## config.mk

```make
export PLATFORM = sky130hd
export DESIGN_NAME = uart_frame_formatter
export DESIGN_NICKNAME = d
export VERILOG_FILES = /design/src/rtl/voltmeter_pkg.sv /design/src/rtl/bcd_nibble_to_ascii.sv /design/src/rtl/uart_frame_formatter.sv
export SDC_FILE = /design/constraint.sdc
export NUM_CORES = 1
export LEC_CHECK = 0
export CAP_MARGIN = 30
export CORE_MARGIN = 10
export CORE_UTILIZATION = 49
export CTS_BUF_LIST = sky130_fd_sc_hd__clkbuf_4 sky130_fd_sc_hd__clkbuf_8
export DETAILED_ROUTE_END_ITERATION = 12
export GPL_ROUTABILITY_DRIVEN = 0
export GPL_TIMING_DRIVEN = 0
export PLACE_DENSITY = 0.83
export SLEW_MARGIN = 20
export SYNTH_ARGS = -nofsm -noshare
export SYNTH_HDL_FRONTEND = slang
export SYNTH_SLANG_ARGS = --single-unit
```

## constraint.sdc

```tcl
create_clock -name clk -period 3.45 [get_ports clk]
set_clock_uncertainty 0.2 [all_clocks]
set_input_delay 0.5175 -clock clk [delete_from_list [all_inputs] [get_ports clk]]
set_output_delay 0.5175 -clock clk [all_outputs]
set_load 0.01 [all_outputs]
```

## src/rtl/voltmeter_pkg.sv

```systemverilog
// rtl/voltmeter_pkg.sv - shared constants, FSM encoding and channel-number helpers
//
// Purpose: common definitions for the voltmeter text formatter.
//   NCH_DEFAULT  default number of BCD voltage channels
//   LINE_BYTES   bytes per text line: 'C' tens units ':' d3 '.' d2 d1 d0 'V' CR LF
//   ASCII_*      fixed characters of the line format
//   state_t      formatter FSM encoding
//   ch_tens / ch_units  split a channel number 0..99 into decimal digits using
//                       compares and a multiply by a constant (no divider)
package voltmeter_pkg;

   localparam int NCH_DEFAULT = 13;
   localparam int LINE_BYTES  = 12;

   localparam logic [7:0] ASCII_C     = 8'h43;
   localparam logic [7:0] ASCII_COLON = 8'h3A;
   localparam logic [7:0] ASCII_DOT   = 8'h2E;
   localparam logic [7:0] ASCII_V     = 8'h56;
   localparam logic [7:0] ASCII_CR    = 8'h0D;
   localparam logic [7:0] ASCII_LF    = 8'h0A;
   localparam logic [7:0] ASCII_QMARK = 8'h3F;
   localparam logic [7:0] ASCII_ZERO  = 8'h30;

   typedef enum logic [1:0] {
      ST_IDLE = 2'd0,
      ST_LOAD = 2'd1,
      ST_EMIT = 2'd2,
      ST_GAP  = 2'd3
   } state_t;

   // Tens digit: the largest t in 0..9 with n >= 10*t.
   function automatic logic [3:0] ch_tens(input logic [6:0] n);
      logic [3:0] t;
      t = 4'd0;
      for (int i = 1; i < 10; i++) begin
         if (n >= 7'(10 * i)) begin
            t = 4'(i);
         end
      end
      return t;
   endfunction

   function automatic logic [3:0] ch_units(input logic [6:0] n);
      return 4'(n - ({3'b000, ch_tens(n)} * 7'd10));
   endfunction

endpackage

```

## src/rtl/bcd_nibble_to_ascii.sv

```systemverilog
// rtl/bcd_nibble_to_ascii.sv - one BCD digit to its ASCII character
//
// Purpose: maps a BCD nibble to its printable digit; codes 10..15 are not
//          valid BCD and print as '?' so a bad ADC word is visible in the text.
// Ports:
//   nibble  in   4  BCD digit
//   ascii   out  8  '0'..'9' for 0..9, '?' otherwise
module bcd_nibble_to_ascii
   import voltmeter_pkg::*;
(
   input  logic [3:0] nibble,
   output logic [7:0] ascii
);

   always_comb begin
      if (nibble <= 4'd9) begin
         ascii = ASCII_ZERO + {4'h0, nibble};
      end else begin
         ascii = ASCII_QMARK;
      end
   end

endmodule

```

## src/rtl/uart_frame_formatter.sv

```systemverilog
// rtl/uart_frame_formatter.sv - periodic BCD channel snapshot serialised as ASCII lines
//
// Purpose: every FRAME_CYCLES clocks a frame request is raised (when enabled);
//          the formatter snapshots all channels and writes one 12-byte line per
//          channel into the UART TX FIFO, at most one byte every two cycles.
// Ports:
//   clk         in   1         system clock, posedge
//   rst_n       in   1         asynchronous active-low reset
//   enable      in   1         1 = accept frame requests at period wrap
//   ch_bcd      in   16*NCH    channel k at [16k+15:16k], digits d3.d2d1d0
//   tx_full     in   1         FIFO full, no write while high
//   w_data      out  8         ASCII byte, valid only with wr_uart (0 otherwise)
//   wr_uart     out  1         one-cycle FIFO write strobe
//   busy        out  1         high from snapshot until the last byte is written
//   frame_done  out  1         one-cycle pulse in the cycle after the final LF
module uart_frame_formatter
   import voltmeter_pkg::*;
#(
   parameter int NCH          = NCH_DEFAULT,
   parameter int FRAME_CYCLES = 32_500_000
) (
   input  logic                clk,
   input  logic                rst_n,
   input  logic                enable,
   input  logic [16*NCH-1:0]   ch_bcd,
   input  logic                tx_full,
   output logic [7:0]          w_data,
   output logic                wr_uart,
   output logic                busy,
   output logic                frame_done
);

   localparam int CW = (NCH > 1) ? $clog2(NCH) : 1;
   localparam int PW = (FRAME_CYCLES > 1) ? $clog2(FRAME_CYCLES) : 1;

   localparam logic [CW-1:0] LAST_CH   = CW'(NCH - 1);
   localparam logic [3:0]    LAST_BYTE = 4'(LINE_BYTES - 1);
   localparam logic [PW-1:0] LAST_CNT  = PW'(FRAME_CYCLES - 1);

   state_t          state;
   state_t          state_next;
   logic [PW-1:0]   period_cnt;
   logic            pending;
   logic [15:0]     snap [NCH];
   logic [CW-1:0]   ch_idx;
   logic [3:0]      byte_idx;

   logic            wrap;
   logic            take;
   logic            last_byte;
   logic [15:0]     cur_word;
   logic [3:0]      nibble;
   logic [7:0]      nibble_ascii;
   logic [7:0]      byte_mux;

   assign wrap      = (period_cnt == LAST_CNT);
   assign take      = (state == ST_IDLE) && pending;
   assign last_byte = (byte_idx == LAST_BYTE) && (ch_idx == LAST_CH);
   assign cur_word  = snap[ch_idx];

   // Period counter free-runs regardless of enable so the request cadence
   // stays locked to reset release.
   always_ff @(posedge clk or negedge rst_n) begin
      if (!rst_n) begin
         period_cnt <= '0;
      end else if (wrap) begin
         period_cnt <= '0;
      end else begin
         period_cnt <= period_cnt + PW'(1);
      end
   end

   // Single request flag: a new request at wrap wins over the IDLE consume,
   // so a request coinciding with frame start is not lost.
   always_ff @(posedge clk or negedge rst_n) begin
      if (!rst_n) begin
         pending <= 1'b0;
      end else if (wrap && enable) begin
         pending <= 1'b1;
      end else if (take) begin
         pending <= 1'b0;
      end
   end

   always_ff @(posedge clk or negedge rst_n) begin
      if (!rst_n) begin
         state <= ST_IDLE;
      end else begin
         state <= state_next;
      end
   end

   always_comb begin
      state_next = state;
      wr_uart    = 1'b0;
      busy       = 1'b0;
      frame_done = 1'b0;
      case (state)
         ST_IDLE: begin
            if (pending) begin
               state_next = ST_LOAD;
            end
         end
         ST_LOAD: begin
            busy       = 1'b1;
            state_next = ST_EMIT;
         end
         ST_EMIT: begin
            busy = 1'b1;
            if (!tx_full) begin
               wr_uart    = 1'b1;
               state_next = ST_GAP;
            end
         end
         ST_GAP: begin
            // The idle cycle lets tx_full reflect the write just made.
            if (last_byte) begin
               frame_done = 1'b1;
               state_next = ST_IDLE;
            end else begin
               busy       = 1'b1;
               state_next = ST_EMIT;
            end
         end
         default: begin
            state_next = ST_IDLE;
         end
      endcase
   end

   // Snapshot and line/byte position. Indices advance in GAP so the byte
   // presented in EMIT is stable for the whole stalled interval.
   always_ff @(posedge clk or negedge rst_n) begin
      if (!rst_n) begin
         ch_idx   <= '0;
         byte_idx <= '0;
         for (int k = 0; k < NCH; k++) begin
            snap[k] <= '0;
         end
      end else begin
         case (state)
            ST_LOAD: begin
               ch_idx   <= '0;
               byte_idx <= '0;
               for (int k = 0; k < NCH; k++) begin
                  snap[k] <= ch_bcd[16*k +: 16];
               end
            end
            ST_GAP: begin
               if (byte_idx == LAST_BYTE) begin
                  byte_idx <= '0;
                  if (ch_idx != LAST_CH) begin
                     ch_idx <= ch_idx + CW'(1);
                  end
               end else begin
                  byte_idx <= byte_idx + 4'd1;
               end
            end
            default: begin
            end
         endcase
      end
   end

   // Digit source for the current byte position.
   always_comb begin
      nibble = 4'd0;
      case (byte_idx)
         4'd1:    nibble = ch_tens(7'(ch_idx));
         4'd2:    nibble = ch_units(7'(ch_idx));
         4'd4:    nibble = cur_word[15:12];
         4'd6:    nibble = cur_word[11:8];
         4'd7:    nibble = cur_word[7:4];
         4'd8:    nibble = cur_word[3:0];
         default: nibble = 4'd0;
      endcase
   end

   bcd_nibble_to_ascii u_digit (
      .nibble (nibble),
      .ascii  (nibble_ascii)
   );

   always_comb begin
      byte_mux = 8'h00;
      case (byte_idx)
         4'd0:    byte_mux = ASCII_C;
         4'd1,
         4'd2,
         4'd4,
         4'd6,
         4'd7,
         4'd8:    byte_mux = nibble_ascii;
         4'd3:    byte_mux = ASCII_COLON;
         4'd5:    byte_mux = ASCII_DOT;
         4'd9:    byte_mux = ASCII_V;
         4'd10:   byte_mux = ASCII_CR;
         4'd11:   byte_mux = ASCII_LF;
         default: byte_mux = 8'h00;
      endcase
   end

   assign w_data = wr_uart ? byte_mux : 8'h00;

endmodule

```

* After elaboration in Yosys (flattened, before gate mapping)
Cells that the tools add are included.
** Cells by class
- $add $sub $neg :: 5
- $mul :: 1
- $lt $le $gt $ge :: 4
- Eq/ne operators :: 21
- Muxes and demuxes :: 28
- Bitwise operators :: 1
- Reductions and logical operators :: 11
** Operator list (number)
- $bmux 16 s4 :: 1
- $pmux 8 s7 :: 1
- $mux 16 :: 2
- $add 25x1->25 const B :: 1
- $eq 25x25->1 const B :: 1
- $mux 25 :: 1
- $pmux 4 s6 :: 1
- $eq 4x4->1 const B :: 5
- $mux 4 :: 5
- $eq 4x3->1 const B :: 4
- $mux 8 :: 2
- $pmux 4 s2 :: 2
- $add 4x1->4 const B :: 2
- $eq 4x2->1 const B :: 2
- $mux 1 :: 8
- $ne 2x2->1 const B :: 4
- $pmux 2 s4 :: 1
- $add 6x4->7 const A :: 1
- $ge 4x7->1 const B :: 1
- $mux 2 :: 3
- $reduce_or 6->1 :: 1
- $ge 5x5->1 const B :: 1
- $not 4->5 :: 1
- $eq 2x2->1 const B :: 2
- other kinds (15) :: 18
** Word-level totals
- Register bits after elaboration :: 244
- Output and inout port bits :: 11

* Longest topological paths before layout
- Depth after elaboration :: 11
- Depth in mapped cells :: 15

* Hierarchy
A second synthesis with hierarchy kept.
** Second synthesis, totals
- Cells, all modules :: 907
- Area, all modules :: 11821.3 um^2
** By module, submodules not included
- uart_frame_formatter :: times used 1, cells each 896, area each 11753.8 um^2
- bcd_nibble_to_ascii :: times used 1, cells each 11, area each 67.6 um^2

* Worst setup path after synthesis
OpenSTA, ideal clock, no wires.
- Path type :: reg-to-output
- From :: register ch_idx[0]
- To :: output port w_data[0]
- Arrival time :: 2773 ps
- Data required time :: 2732 ps
- Path slack :: -40 ps
- Stages on the path, launching flop included :: 16
- Path buffers :: 4
- Cells stage by stage :: dfrtp_1 -> buf_6 -> buf_6 -> buf_6 -> inv_2 -> buf_2 -> ha_1 -> nor3_1 -> nor2_1 -> ha_1 -> ha_1 -> xor2_1 -> o32ai_1 -> nor3_2 -> a22oi_1 -> o31a_1
** On the way
- Longest elaborated chain between the ends :: 11
** RTL lines
- start: declaration :: line uart_frame_formatter.sv:45 : logic [CW-1:0] ch_idx;
- start signal: assignment :: line uart_frame_formatter.sv:153 : ch_idx <= ch_idx + CW'(1);
- $ge 4x4->1 :: line voltmeter_pkg.sv:36 : if (n >= 7'(10 * i)) begin
- $mux 1 :: line voltmeter_pkg.sv:36
- $mux 4 :: line voltmeter_pkg.sv:36
- $mux 4 :: line uart_frame_formatter.sv:168 : case (byte_idx)
- $mul 4x3->3 :: line voltmeter_pkg.sv:44 : return 4'(n - ({3'b000, ch_tens(n)} * 7'd10));
- $sub 4x4->4 :: line voltmeter_pkg.sv:44
- $pmux 4 s6 (*) :: line uart_frame_formatter.sv:168
- $le 4x4->1 :: line bcd_nibble_to_ascii.sv:16 : if (nibble <= 4'd9) begin
- $mux 8 (*) :: line bcd_nibble_to_ascii.sv:16
- $pmux 8 s7 (*) :: line uart_frame_formatter.sv:186 : case (byte_idx)
- $mux 8 (*) :: line uart_frame_formatter.sv:203 : assign w_data = wr_uart ? byte_mux : 8'h00;
- end: declaration :: line uart_frame_formatter.sv:27 : output logic [7:0] w_data,
Every way passes the cells marked *; elsewhere a longest branch is shown, timed or not. The select of a mux whose other input is x is not followed.

* Final worst setup path
- From :: register ch_idx[0]
- To :: output port w_data[2]
** On the way
- Longest elaborated chain between the ends :: 11
** RTL lines (line)
- $ge 4x4->1 :: voltmeter_pkg.sv:36
- $mux 1 :: voltmeter_pkg.sv:36
- $mux 4 :: voltmeter_pkg.sv:36
- $mux 4 :: uart_frame_formatter.sv:168
- $mul 4x3->3 :: voltmeter_pkg.sv:44
- $sub 4x4->4 :: voltmeter_pkg.sv:44
- $pmux 4 s6 (*) :: uart_frame_formatter.sv:168
- $add 6x4->7 / $le 4x4->1 (equally long branches) :: bcd_nibble_to_ascii.sv:17, bcd_nibble_to_ascii.sv:16
- $mux 8 (*) :: bcd_nibble_to_ascii.sv:16
- $pmux 8 s7 (*) :: uart_frame_formatter.sv:186
- $mux 8 (*) :: uart_frame_formatter.sv:203
Marked as above.

==> impl_metrics.py <==
metrics = {
    "logic_synthesis": {
        "postSynthCellCount": 874,
        "yosys.area.top_type_share": 0.525,
        "synth_ff_type": "dfrtp_1",
        "async_flop_share": 1.00,
        "synth-edff-count": 0,
        "yosysSeqAreaShare": 0.525,
        "ys_types": 54,
        "yosysTopAreaCell": "dfrtp_1",
        "ys_warn_count": 0,
        "syn-cell-area_um2": 11600,
        "avgSynthCellArea_um2": 13.3,
        "synth_nets": 1101,
        "ys_seq_elements": 244,
        "synth_area_leaders": "dfrtp_1, mux2_2, mux4_2",
    },
    "final_layout": {
        "multi_input_area_um2": 5360,
        "final_common_cell": "dfrtp_1",
        "nets": 1377,
        "syn_to_final_growth_pct": 33.6,
        "fill_cells": 1728,
        "drive_above_1_share": 0.327,
        "seqCellArea_um2": 6110,
        "stdcell_area_um2": 15500,
        "final_cell_mix": "dfrtp_1, clkdlybuf4s50_1, mux2_2",
    },
    "worst_setup_path": {
        "slowest_stage": "dfrtp_1",
        "slowest_delay_ps": 370,
        "arrival_ps": 3210,
        "worst-path-max-fanout": 2,
        "crit_family": "buffers and inverters",
        "critPathRequiredTime_ps": 2730,
        "end_kind": "primary output",
        "path_cells": "buf_6, buf_12, buf_12, inv_8, buf_8, ha_4, nor3_4, nor2_2, ha_2, ha_4, o32ai_4, nor4_4, buf_4, nand3_2, o21a_1, buf_2",
        "cp-start-kind": "flip-flop",
        "critPathBufInv": 7,
        "path_class": "reg -> out",
    },
    "routing": {
        "vias_per_cell": 5.66,
        "drtIter0Drc": 870,
        "drc": 0,
        "firstDrtPassIters": 8,
        "antenna_left": 0,
        "wl_per_cell_um": 23.8,
        "vias": 8505,
        "wl_um": 35700,
    },
    "placed_design": {
        "dp_hpwl_um": 26200,
        "io_buffers": 221,
        "dpl_worst_slack_ps": -934,
        "placed_area_um2": 14300,
    },
    "sta": {
        "worst_slew_pin_slew_ps": 825,
        "setup_ws_ps": -474,
        "final_max_slew_viol_count": 0,
        "setup_tns_ps": -1840,
        "setup_viol": 4,
        "relSlewSlack": 0.450,
        "fin_hold_ws_ps": 277,
        "max_freq_ghz": 0.255,
        "period_share": 1.14,
        "fin_crit_ps": 3920,
        "hold_viol_final": 0,
        "grt_setup_unrepaired": "true",
    },
    "global_route": {
        "grt_max_degree": 102,
        "antenna_found_initial": 7,
        "grt_pass1_vias": 9362,
        "grt_usage": 0.232,
        "gr-total-overflow": 0,
        "grt_pass1_wl_um": 54600,
    },
    "run_status": {
        "violations": "setup timing",
        "status": "finished, violations left",
    },
    "clock_network": {
        "htreeDepth": 2,
        "cts_tree": "built",
        "cts_root_buf": "clkbuf_8",
        "clk_latency_ps": 540,
        "cts.clk_slew.worst_paths_ps": 50,
        "clock_path_buffers": 3,
        "clkSinkCount": 244,
        "cts_inserted_buffers": 42,
    },
    "run": {
        "cap_violations": 0,
    },
    "min_path": {
        "hp-class": "reg -> reg",
    },
    "floorplan": {
        "row_count": 56,
        "initial_core_util": 0.497,
        "die_w_um": 174,
        "die_h_um": 174,
        "design.die.area_um2": 30300,
        "core_area_um2": 23400,
        "io_pins": 223,
    },
    "power": {
        "leakagePower_nw": 6.20,
        "irDropWorstVdd_mv": 0.465,
        "power_density_nw_per_um2": 769,
        "total_power_mw": 12.0,
    },
}
==> registers in the layout, indices dropped and copies added, names as in the netlist <==
name / cells
state: 2
ch_idx: 4
snap: 208
period_cnt: 25
pending: 1
byte_idx: 4
==> metrics by stage <==
| stage | std cells | util |
|---|---|---|
| detailed placement | 1416 | 0.611 |
| floorplan | 874 | - |
| finish | 1502 | 0.664 |
| global placement | 1414 | 0.608 |
| global route | 1501 | 0.664 |
| CTS | 1500 | 0.660 |
==> cell type report <==
type / count / share of cell area
Inverter: 15 / 0.00411
Multi-Input combinational cell: 559 / 0.345
Sequential cell: 244 / 0.393
Timing Repair Buffer: 235 / 0.152
Buffer: 53 / 0.0215
Antenna cell: 4 / 0.000644
Tap cell: 319 / 0.0257
Clock inverter: 3 / 0.00282
Clock buffer: 70 / 0.0548
==> kinds of logic (layout without fill, tap and decap cells) <==
kind of cell / count (synthesis) / count (layout) / share of synthesized area
AO/OA/AOI/OAI: 105 / 105 / 0.0550
XOR/XNOR: 23 / 23 / 0.0173
adder cells (fa/ha/maj): 15 / 15 / 0.0161
buffers and inverters: 71 / 376 / 0.0285
flip-flops: 244 / 244 / 0.525
multiplexers: 271 / 271 / 0.296
other: 1 / 5 / 0.000322
AND/OR/NAND/NOR: 144 / 144 / 0.0620
==> final timing paths <==
path / from / end / slack, ps / depth (start not counted)
max in group asynchronous: rst_n / snap[23] / 1870 / 3
min reg2reg: period_cnt[4] / period_cnt[4] / 280 / 1
max reg2reg: state[1] / snap[4] / 590 / 6
min: period_cnt[4] / period_cnt[4] / 280 / 1
max: ch_idx[0] / w_data[2] / -470 / 16
min in group asynchronous: rst_n / snap[155] / 310 / 2
==> worst reg2reg max path, cell delays in order (launching register included) <==
cell      delay, ps
dfrtp_1         420
inv_1           140
ha_1            160
clkbuf_1        230
clkbuf_1        490
clkbuf_1        680
mux2_2          420
==> routing by layer <==
layer / share of wire / track usage
met4: 0.032 / 0.0844
met1: 0.38 / 0.277
met2: 0.49 / 0.383
met5: 0.00095 / 0
met3: 0.090 / 0.0774
==> power breakdown <==
part           switching, mW  internal [mW]  leakage [nW]
clock                   1.17           1.62         0.479
sequential             0.700           4.18          2.90
combinational           1.86           2.43          2.82
==> timing repair <==
action / CTS / global route
hold buffers: 1 / 0
pin swaps: 15 / 10
resized for setup: 63 / 16
endpoints found under the hold margin: 58 / 0
setup endpoints to repair: 7 / 6
setup buffers: 11 / 0
==> cell usage after synthesis, types with 2 or more instances <==
library cell	number
a211oi_1	6
and3_1	8
nand2_1	50
a31oi_1	4
ha_1	15
a221oi_1	2
o32ai_1	3
nor4_1	3
nor2b_1	4
or3_1	2
mux4_2	37
nor3_1	11
a21oi_1	27
o22ai_1	8
xor2_1	10
a22oi_1	2
nand4_1	8
o21ai_0	34
clkbuf_1	38
a311oi_1	3
nand2b_1	2
nand3b_1	11
buf_6	4
o21a_1	3
o31ai_1	3
nor4_2	2
xnor2_1	13
mux2i_1	24
nand3_1	12
buf_1	2
dfrtp_1	244
and2_1	2
mux2_2	210
inv_1	14
buf_4	2
buf_2	9
nor2_1	25
(Power assumes the default switching activity.)
